`src/rtl/pulse_train_gen.sv`:
```
// -----------------------------------------------------------------------------
// pulse_train_gen
//   Programmable strobe source. An accepted start launches a train of
//   num_pulses single-polarity pulses with programmable high and low widths,
//   followed by a one-cycle completion strobe. Every output is a register.
//
//   Optional build macro: PULSE_TRAIN_REPEAT_EN
//     When defined, input repeat_mode is latched with the configuration on an
//     accepted start. A latched repeat_mode=1 makes the train restart endlessly
//     (done strobes on each restart edge) until abort.
// -----------------------------------------------------------------------------
module pulse_train_gen #(
  parameter int NUM_W = 16,
  parameter int PER_W = 16
) (
  input  logic             clk,
  input  logic             reset_n,
  input  logic             start,
  input  logic             abort,
`ifdef PULSE_TRAIN_REPEAT_EN
  input  logic             repeat_mode,
`endif
  input  logic [NUM_W-1:0] num_pulses,
  input  logic [PER_W-1:0] high_cycles,
  input  logic [PER_W-1:0] low_cycles,
  output logic             pulse,
  output logic             busy,
  output logic             done,
  output logic [NUM_W-1:0] pulses_sent
);

  // FSM encoding
  localparam logic [1:0] ST_IDLE = 2'd0;
  localparam logic [1:0] ST_HIGH = 2'd1;
  localparam logic [1:0] ST_LOW  = 2'd2;
  localparam logic [1:0] ST_FIN  = 2'd3;

  localparam logic [NUM_W-1:0] NUM_ZERO = {NUM_W{1'b0}};
  localparam logic [NUM_W-1:0] NUM_ONE  = {{(NUM_W-1){1'b0}}, 1'b1};
  localparam logic [PER_W-1:0] PER_ZERO = {PER_W{1'b0}};
  localparam logic [PER_W-1:0] PER_ONE  = {{(PER_W-1){1'b0}}, 1'b1};

  // Down-counter load value for a phase: a width of 0 behaves like 1, so the
  // load value is (width-1) clamped at zero.
  function automatic logic [PER_W-1:0] phase_load(input logic [PER_W-1:0] width);
    logic [PER_W-1:0] load_v;
    if (width == PER_ZERO) begin
      load_v = PER_ZERO;
    end else begin
      load_v = width - PER_ONE;
    end
    return load_v;
  endfunction

  // State and datapath registers
  logic [1:0]       r_state;
  logic [PER_W-1:0] r_cnt;
  logic [NUM_W-1:0] r_sent;
  logic [NUM_W-1:0] r_num;
  logic [PER_W-1:0] r_high;
  logic [PER_W-1:0] r_low;
  logic             r_pulse;
  logic             r_busy;
  logic             r_done;

  // Next-state values
  logic [1:0]       w_state_nxt;
  logic [PER_W-1:0] w_cnt_nxt;
  logic [NUM_W-1:0] w_sent_nxt;
  logic             w_done_nxt;
  logic             w_accept;
  logic             w_last;
  logic             w_rep;

`ifdef PULSE_TRAIN_REPEAT_EN
  logic r_rep;

  // Latch the repeat selection together with the rest of the configuration
  always_ff @(posedge clk or negedge reset_n) begin
    if (!reset_n) begin
      r_rep <= 1'b0;
    end else if (w_accept) begin
      r_rep <= repeat_mode;
    end else begin
      r_rep <= r_rep;
    end
  end

  assign w_rep = r_rep;
`else
  assign w_rep = 1'b0;
`endif

  // abort has priority over start, so a simultaneous pair is simply dropped
  assign w_accept = (r_state == ST_IDLE) && start && !abort;
  // Full-width unsigned comparison: the pulse just issued is the final one
  assign w_last   = (r_sent == r_num);

  // Next-state, phase counter and pulse counter decode
  always_comb begin
    w_state_nxt = r_state;
    w_cnt_nxt   = r_cnt;
    w_sent_nxt  = r_sent;
    w_done_nxt  = 1'b0;
    case (r_state)
      ST_IDLE: begin
        if (w_accept) begin
          if (num_pulses != NUM_ZERO) begin
            w_state_nxt = ST_HIGH;
            w_cnt_nxt   = phase_load(high_cycles);
            w_sent_nxt  = NUM_ONE;
          end else begin
            // Empty train: report completion without any pulse
            w_state_nxt = ST_FIN;
            w_cnt_nxt   = PER_ZERO;
            w_sent_nxt  = NUM_ZERO;
            w_done_nxt  = 1'b1;
          end
        end else begin
          w_state_nxt = ST_IDLE;
        end
      end
      ST_HIGH: begin
        if (abort) begin
          w_state_nxt = ST_IDLE;
        end else if (r_cnt == PER_ZERO) begin
          if (w_last && !w_rep) begin
            // No trailing low phase after the final pulse
            w_state_nxt = ST_FIN;
            w_done_nxt  = 1'b1;
          end else begin
            w_state_nxt = ST_LOW;
            w_cnt_nxt   = phase_load(r_low);
          end
        end else begin
          w_cnt_nxt = r_cnt - PER_ONE;
        end
      end
      ST_LOW: begin
        if (abort) begin
          w_state_nxt = ST_IDLE;
        end else if (r_cnt == PER_ZERO) begin
          w_state_nxt = ST_HIGH;
          w_cnt_nxt   = phase_load(r_high);
          if (w_last) begin
            // Only reachable in repeat mode: the train restarts here
            w_sent_nxt = NUM_ONE;
            w_done_nxt = 1'b1;
          end else begin
            w_sent_nxt = r_sent + NUM_ONE;
          end
        end else begin
          w_cnt_nxt = r_cnt - PER_ONE;
        end
      end
      ST_FIN: begin
        w_state_nxt = ST_IDLE;
      end
      default: begin
        w_state_nxt = ST_IDLE;
        w_cnt_nxt   = PER_ZERO;
      end
    endcase
  end

  // FSM state, phase counter and pulse counter
  always_ff @(posedge clk or negedge reset_n) begin
    if (!reset_n) begin
      r_state <= ST_IDLE;
      r_cnt   <= PER_ZERO;
      r_sent  <= NUM_ZERO;
    end else begin
      r_state <= w_state_nxt;
      r_cnt   <= w_cnt_nxt;
      r_sent  <= w_sent_nxt;
    end
  end

  // Configuration is captured only on an accepted start and held mid-train
  always_ff @(posedge clk or negedge reset_n) begin
    if (!reset_n) begin
      r_num  <= NUM_ZERO;
      r_high <= PER_ZERO;
      r_low  <= PER_ZERO;
    end else if (w_accept) begin
      r_num  <= num_pulses;
      r_high <= high_cycles;
      r_low  <= low_cycles;
    end else begin
      r_num  <= r_num;
      r_high <= r_high;
      r_low  <= r_low;
    end
  end

  // Output strobes decoded from the next state so they align with the state
  always_ff @(posedge clk or negedge reset_n) begin
    if (!reset_n) begin
      r_pulse <= 1'b0;
      r_busy  <= 1'b0;
      r_done  <= 1'b0;
    end else begin
      r_pulse <= (w_state_nxt == ST_HIGH);
      r_busy  <= (w_state_nxt == ST_HIGH) || (w_state_nxt == ST_LOW);
      r_done  <= w_done_nxt;
    end
  end

  assign pulse       = r_pulse;
  assign busy        = r_busy;
  assign done        = r_done;
  assign pulses_sent = r_sent;

endmodule

```
`config.mk`:
```
export PLATFORM = sky130hd
export DESIGN_NAME = pulse_train_gen
export DESIGN_NICKNAME = d
export VERILOG_FILES = /design/src/rtl/pulse_train_gen.sv
export SDC_FILE = /design/constraint.sdc
export NUM_CORES = 1
export LEC_CHECK = 0
export BUFFER_PORTS_ARGS = -buffer_cell sky130_fd_sc_hd__buf_2
export CAP_MARGIN = 10
export CORE_MARGIN = 1
export CORE_UTILIZATION = 59
export CTS_CLUSTER_DIAMETER = 120
export DETAILED_ROUTE_END_ITERATION = 10
export GPL_ROUTABILITY_DRIVEN = 0
export PLACE_DENSITY = 0.81
export SETUP_SLACK_MARGIN = 0.15
export SKIP_LAST_GASP = 1
export SYNTH_ARGS = -nofsm -noshare
export SYNTH_HDL_FRONTEND = slang
export SYNTH_SLANG_ARGS = --single-unit
```
`constraint.sdc`:
```
create_clock -name clk -period 3.1 [get_ports clk]
set_input_delay 0.31 -clock clk [delete_from_list [all_inputs] [get_ports clk]]
set_output_delay 0.31 -clock clk [all_outputs]
set_load 0.01 [all_outputs]
```
==> results.md, run 1 <==
- Status: finished with violations
- Failing checks: design-rule violations
- P per Cell Area: 482.1 nW/µm²
- Slew Viols, Final: 0
- Crit Path Class: register to register
- Commonest non-fill, non-tap cell in the layout: dfrtp_1
- Diodes inserted: 0
- Clk Latency, worst-skew pair: 360 ps
- Post-Synth XOR/XNOR Area: 0.1162
- Post-DP HPWL: 10.52 mm
- Largest net degree at the start of global routing: 36
- Worst R2R Setup Slack: 360 ps
- Clk_skew: 15.69 ps
- Die Area: 9584 µm²
- Mux cell area share after synthesis: 0.09915
- Slack of the critical path: 360.6 ps
- Largest family of logic cells by synthesized area: simple AND/OR/NAND/NOR gates
- Syn_area_per_cell: 9.537 µm²
- Syn Nets: 635
- Placed cell areas: 5911 µm²
- Sequential-to-total area share from yosys stat: 0.3920
- Starting Density: 0.6162
- First-pass GRT wire length: 22.93 mm
- RSZ-0062 raised after global routing: false
- Final Setup Violations: 0
- Finished Cell Area: 6140 µm²
- Critical Path RT: 3330 ps
- Core Area: 8806 µm²
- DRC: 1
- Synth Area in Compound Gates: 0.1174
- Layout cells sized above 1: 0.2457
- WHS: 184.5 ps
- Grt ovf: 0
- Number of global-route vias before repair: 4674
- Fillers: 671
- CTS H-tree lvls: 3
- Synth cell types: 57
- Yosys warns: 0
- Max_cap viols: 0
- Clock buffer depth: 2
- FFs w/ async S/R, synth: 1.000
- Post-synthesis sequential element count: 85
- Layout overhead on the synthesized area: 13.14%
- Maximum vdd drop: 0.4024 mV
- Total GRT Usage: 0.3005
- Data arrival, critical path: 2970 ps
- Reg clk slew, reported paths: 90 ps
- DR WL/cell: 18.36 µm
- Critical path endpoint category: register
- Number of standard cells after synthesis: 569
- Slew HR: 0.4764
- Die extent in y: 97.90 µm
- Sink Count: 85
- Num CTS Buffers: 9
- Post-Route WL: 13.86 mm
- Simple-gate area share of the yosys netlist: 0.2096
- Pleak: 2.576 nW
- CTS root buffer: clkbuf_8
- # rows: 34
- Starting DRT DRC Count: 600
- EDFF count, synth: 0
- Period minus WS final: 2739 ps
- Worst slack, placed: 347.0 ps
- Initial antenna violation count: 0
- Synth Area in Adders: 0.03228
- Hold Path Class: input pin to register
- Aggregate negative setup slack: 0 ps
- Cell area after synthesis: 5426 µm²
- Fmax: 0.3650 GHz
- Tcrit/Tclk final: 0.8837
- # IOs: 71
- Hold Vio Cnt, Final: 0
- CTS tree: yes
- Via density: 6.298
- Critical path peak fanout: 7
- Post-route ant nets: 0
- Die Wd: 97.90 µm
- IO Port Bufs: 70
- Worst slew pin tran: 778.9 ps
- DRT Pass-1 Iters: 9
- Top FF cell, synth: dfrtp_1
- Pwr Total: 2.960 mW
- Final nets: 708
- Via count: 4755
- Commonest non-fill, non-tap cells in the layout: dfrtp_1, buf_2, nor2_1
- Crit start category: register
==> path summary, 6_finish.rpt <==
kind | endpoint | from | depth (start not counted)
hold / removal | r_low[2]$_DFFE_PN0P_ | low_cycles[2] | 2
max in group asynchronous | r_low[11]$_DFFE_PN0P_ | reset_n | 3
min in group asynchronous | r_cnt[7]$_DFFE_PN0P_ | reset_n | 2
setup reg to reg | r_cnt[1]$_DFFE_PN0P_ | r_cnt[10]$_DFFE_PN0P_ | 7
hold reg to reg | r_num[13]$_DFFE_PN0P_ | r_num[13]$_DFFE_PN0P_ | 1
setup / recovery | r_cnt[1]$_DFFE_PN0P_ | r_cnt[10]$_DFFE_PN0P_ | 7
==> logic make-up (layout without fill, tap and decap cells) <==
family	count (synthesis)	in the layout
AOI/OAI and AO/OA	98	98
xor gates and xnor gates	72	72
adders and majority gates	14	14
buffers and inverters	43	121
DFF	85	85
muxes	48	48
and+or+nand+nor	209	209
==> stage by stage <==
step | utilization | instances
detailed placement | 0.6712 | 737
CTS | 0.6947 | 754
floorplan | - | 569
global placement | 0.6712 | 737
finish | 0.6972 | 755
global route | 0.6972 | 755
==> critical path, cell delays in order (launching register included) <==
cell and delay [ps]:
dfrtp_1 450, or4_4 580, nor4_4 420, nand2_1 260, o21ai_0 310, o221ai_1 240
a31oi_1 260, a21oi_1 100
==> flip-flops by register name (all words and copies together), names as in the netlist <==
signal       cells
pulses_sent     16
done             1
r_state          2
pulse            1
r_low           16
busy             1
r_num           16
r_cnt           16
r_high          16
==> where the power goes <==
group	internal, mW	switching [mW]	leakage [nW]	total, mW
clock network	0.379	0.431	0.0973	0.810
logic	0.331	0.342	1.44	0.673
registers	1.27	0.211	1.04	1.48
total	1.98	0.984	2.58	2.96
==> per-layer routing <==
layer / global-route usage / wire [µm] / vias to the layer above / share of wire
met2: 0.4778 / 6438 / 237 / 0.46
met4: 0.1294 / 420 / 0 / 0.030
met3: 0.03651 / 941 / 40 / 0.068
met5: 0 / 0 / - / 0
met1: 0.4170 / 6059 / 2270 / 0.44
li1: - / - / 2208 / -
==> area by class of cell <==
cell class                      count  area (µm²)  share of cell area
Tap cell                          108       135.1             0.02201
Multi-Input combinational cell    441        3131              0.5099
Clock inverter                      6       68.82             0.01121
Inverter                           20       75.07             0.01223
Sequential cell                    85        2127              0.3464
Clock buffer                       10       127.6             0.02079
Timing Repair Buffer               85       475.5             0.07744
==> repair_timing <==
action	in CTS	in global routing
endpoints found under the hold margin	33	0
endpoints found under the setup margin	0	5
gates resized for setup	0	1
buffers inserted	0	0
hold buffers	1	0
==> synthesized netlist by cell type, types with 3 or more instances <==
library cell  number  area (µm²)
nor3_1            16       80.08
nand2_1           44       165.2
clkbuf_1          17       63.81
o221ai_1           6       52.55
mux2_2            46       518.0
o211ai_1           3       22.52
inv_1             20       75.07
xnor2_1           40       350.3
or4_1              4       30.03
nor4_4             3       63.81
ha_1              14       175.2
nor3b_1            5       37.54
and3_1             7       43.79
nor2b_1            3       18.77
nand4_1           13       81.33
a22oi_1            3       22.52
buf_2              4       20.02
xor2_1            32       280.3
nor2_1            52       195.2
nand2b_1           4       25.02
o21ai_0           24       120.1
a31oi_1           15       93.84
nand3b_1           6       45.04
or3_1              9       56.30
nand3_1           10       50.05
o22ai_1           11       68.82
nor4_1            16       100.1
a21oi_1           17       85.08
and4_1             4       35.03
dfrtp_1           85        2127
Note: power is estimated with default switching activity, not from simulation.
==> inputs of run 2 (changes only) <==
--- a/config.mk
+++ b/config.mk
@@ -12,6 +12,7 @@
 export CTS_CLUSTER_DIAMETER = 120
 export DETAILED_ROUTE_END_ITERATION = 10
 export GPL_ROUTABILITY_DRIVEN = 0
+export GPL_TIMING_DRIVEN = 0
 export PLACE_DENSITY = 0.81
 export SETUP_SLACK_MARGIN = 0.15
 export SKIP_LAST_GASP = 1
==> run 2 against run 1 <==
Worst hold slack worse by 9.4 ps. Maximum frequency down 1.2%. Cell area rose by 0.57%. Sequential share of layout area shrank 0.20 points. Critical path depth up 1. Sequential power is essentially flat. The flow still finishes with violations (design-rule violations). Count of clock-buffer cells in the layout is the same.
==> results.md, run 2 (synthesis results as in run 1) <==
- Slew HR: 0.4130
- Failing checks: design-rule violations
- Reg clk slew, reported paths: 110 ps
- Post-route ant nets: 0
- Number of global-route vias before repair: 4688
- Layout cells sized above 1: 0.2344
- Diodes inserted: 0
- Commonest non-fill, non-tap cells in the layout: dfrtp_1, buf_2, nor2_1
- Crit Path Class: register to register
- # IOs: 71
- Sink Count: 85
- Total GRT Usage: 0.3053
- Initial antenna violation count: 0
- Final Setup Violations: 0
- Met2 WL post-DR: 6.584 mm
- Clk Latency, worst-skew pair: 370 ps
- Pleak: 2.558 nW
- Post-DP HPWL: 10.54 mm
- Worst slew pin tran: 872.5 ps
- Maximum vdd drop: 0.3403 mV
- Met3 WL: 1.177 mm
- Switching share of power: 0.3376
- Status: finished with violations
- Layout overhead on the synthesized area: 13.79%
- Hold Vio Cnt, Final: 0
- Sequential power share: 0.491
- Clock buffer depth: 2
- Largest net degree at the start of global routing: 47
- DRT Pass-1 Iters: 9
- Max_cap viols: 0
- Critical path endpoint category: register
- Clk_skew: 21.05 ps
- Critical Path RT: 3350 ps
- Internal cell power: 1.997 mW
- Crit start category: register
- Dpl cells: 748
- Fillers: 661
- Wl on met1: 5.988 mm
- Max Used Layer: met4
- Crit path max-delay cell type: or4_4
- # Post-CTS Setup Buffers: 0
- Die Wd: 97.90 µm
- # rows: 34
- Finished Cell Area: 6175 µm²
- Data arrival, critical path: 3030 ps
- Clk network pwr share: 0.282
- Period minus WS final: 2774 ps
- Aggregate negative setup slack: 0 ps
- CTS H-tree lvls: 3
- P_sw: 1.018 mW
- CTS root buffer: clkbuf_8
- Starting DRT DRC Count: 430
- First-pass GRT wire length: 23.24 mm
- Die Area: 9584 µm²
- DR WL/cell: 18.38 µm
- Fmax: 0.3605 GHz
- IO Port Bufs: 70
- Max incr delay on CP: 580 ps
- Crit-path cells: or4_4 > nor4_4 > nand2_1 > a21oi_2 > buf_2 > o21ai_0 > nand2_1 > o21ai_0
- Commonest non-fill, non-tap cell in the layout: dfrtp_1
- Post-route insts no fill: 765
- Final nets: 718
- Critical path peak fanout: 10
- Num CTS Buffers: 9
- DRC: 1
- Die extent in y: 97.90 µm
- CTS tree: yes
- RSZ-0062 raised after global routing: false
- Grt ovf: 0
- Starting Density: 0.6162
- Via count: 4842
- Post-Route WL: 14.06 mm
- Tcrit/Tclk final: 0.8947
- Placed cell areas: 5934 µm²
- P per Cell Area: 488.2 nW/µm²
- Hold Path Class: input pin to register
- Slew Viols, Final: 0
- Via density: 6.329
- Core Area: 8806 µm²
- Gate power share: 0.227
[run 2: changes by cell type in the layout (fill, tap and decap cells not counted), sizes merged]
cell / previous run / this run
buf: 84 / 77
clkinvlp: 1 / 3
clkbuf: 10 / 27
clkinv: 2 / 0
[run 2: per-layer routing]
| layer | up-vias | global-route usage |
|---|---|---|
| met5 | - | 0 |
| met2 | 244 | 0.4865 |
| met1 | 2341 | 0.4147 |
| met4 | 0 | 0.1096 |
| li1 | 2223 | - |
| met3 | 34 | 0.06156 |
[run 2: path summary, 6_finish.rpt]
path / from / endpoint / slack, ps / cells past startpoint
min in group asynchronous: reset_n / r_cnt[6]$_DFFE_PN0P_ / 450 / 2
min: low_cycles[3] / r_low[3]$_DFFE_PN0P_ / 180 / 2
max reg2reg: r_cnt[10]$_DFFE_PN0P_ / pulses_sent[6]$_DFFE_PN0P_ / 330 / 8
min reg2reg: r_num[0]$_DFFE_PN0P_ / r_num[0]$_DFFE_PN0P_ / 540 / 1
max: r_cnt[10]$_DFFE_PN0P_ / pulses_sent[6]$_DFFE_PN0P_ / 330 / 8
max in group asynchronous: reset_n / r_high[11]$_DFFE_PN0P_ / 2010 / 3
[run 2: per-stage QoR]
stage / total power, mW / worst slack, ps / hold WS (ps) / utilization
6_report: 3.015 / 326.3 / 175.1 / 0.7012
4_1_cts: 2.990 / 152.4 / 179.7 / 0.6986
3_5_place_dp: 2.154 / 250.1 / 327.1 / 0.6739
5_1_grt: 3.146 / 167.9 / 177.9 / 0.7012
3_3_place_gp: 2.109 / 287.8 / 513.4 / 0.6714
2_1_floorplan: 1.916 / 701.9 / 14.41 / -
[run 2: repair_timing]
action,CTS,global route
endpoints found under the hold margin,39,0
gates resized for setup,0,5
endpoints found under the setup margin,0,13
hold buffers,1,0
[run 2: worst max-delay path: cells and delay by family, from the launching register on]
family	cells	cell delay, ps
compound gates	3	560
buf+inv	1	260
simple gates	4	1370
flops	1	470
[run 2: cell type report]
class	instances	area, µm²	share of cell area
plain buffers	23	106.4	0.01722
clock buffers	10	137.6	0.02229
clock inverters	6	70.07	0.01135
inverters	20	75.07	0.01216
multi-input cells	441	3141	0.5086
flip-flops and latches	85	2127	0.3445
well taps	108	135.1	0.02188
repair buffers	72	382.9	0.06201
[run 2: power by group through the flow]
stage / registers, mW / clock network (mW) / logic, mW
final: 1.48 / 0.851 / 0.684
after global routing: 1.50 / 0.898 / 0.749
after CTS: 1.47 / 0.849 / 0.673
after detailed placement: 1.49 / 0 / 0.666
after global placement: 1.47 / 0 / 0.634
after floorplan: 1.44 / 0 / 0.481
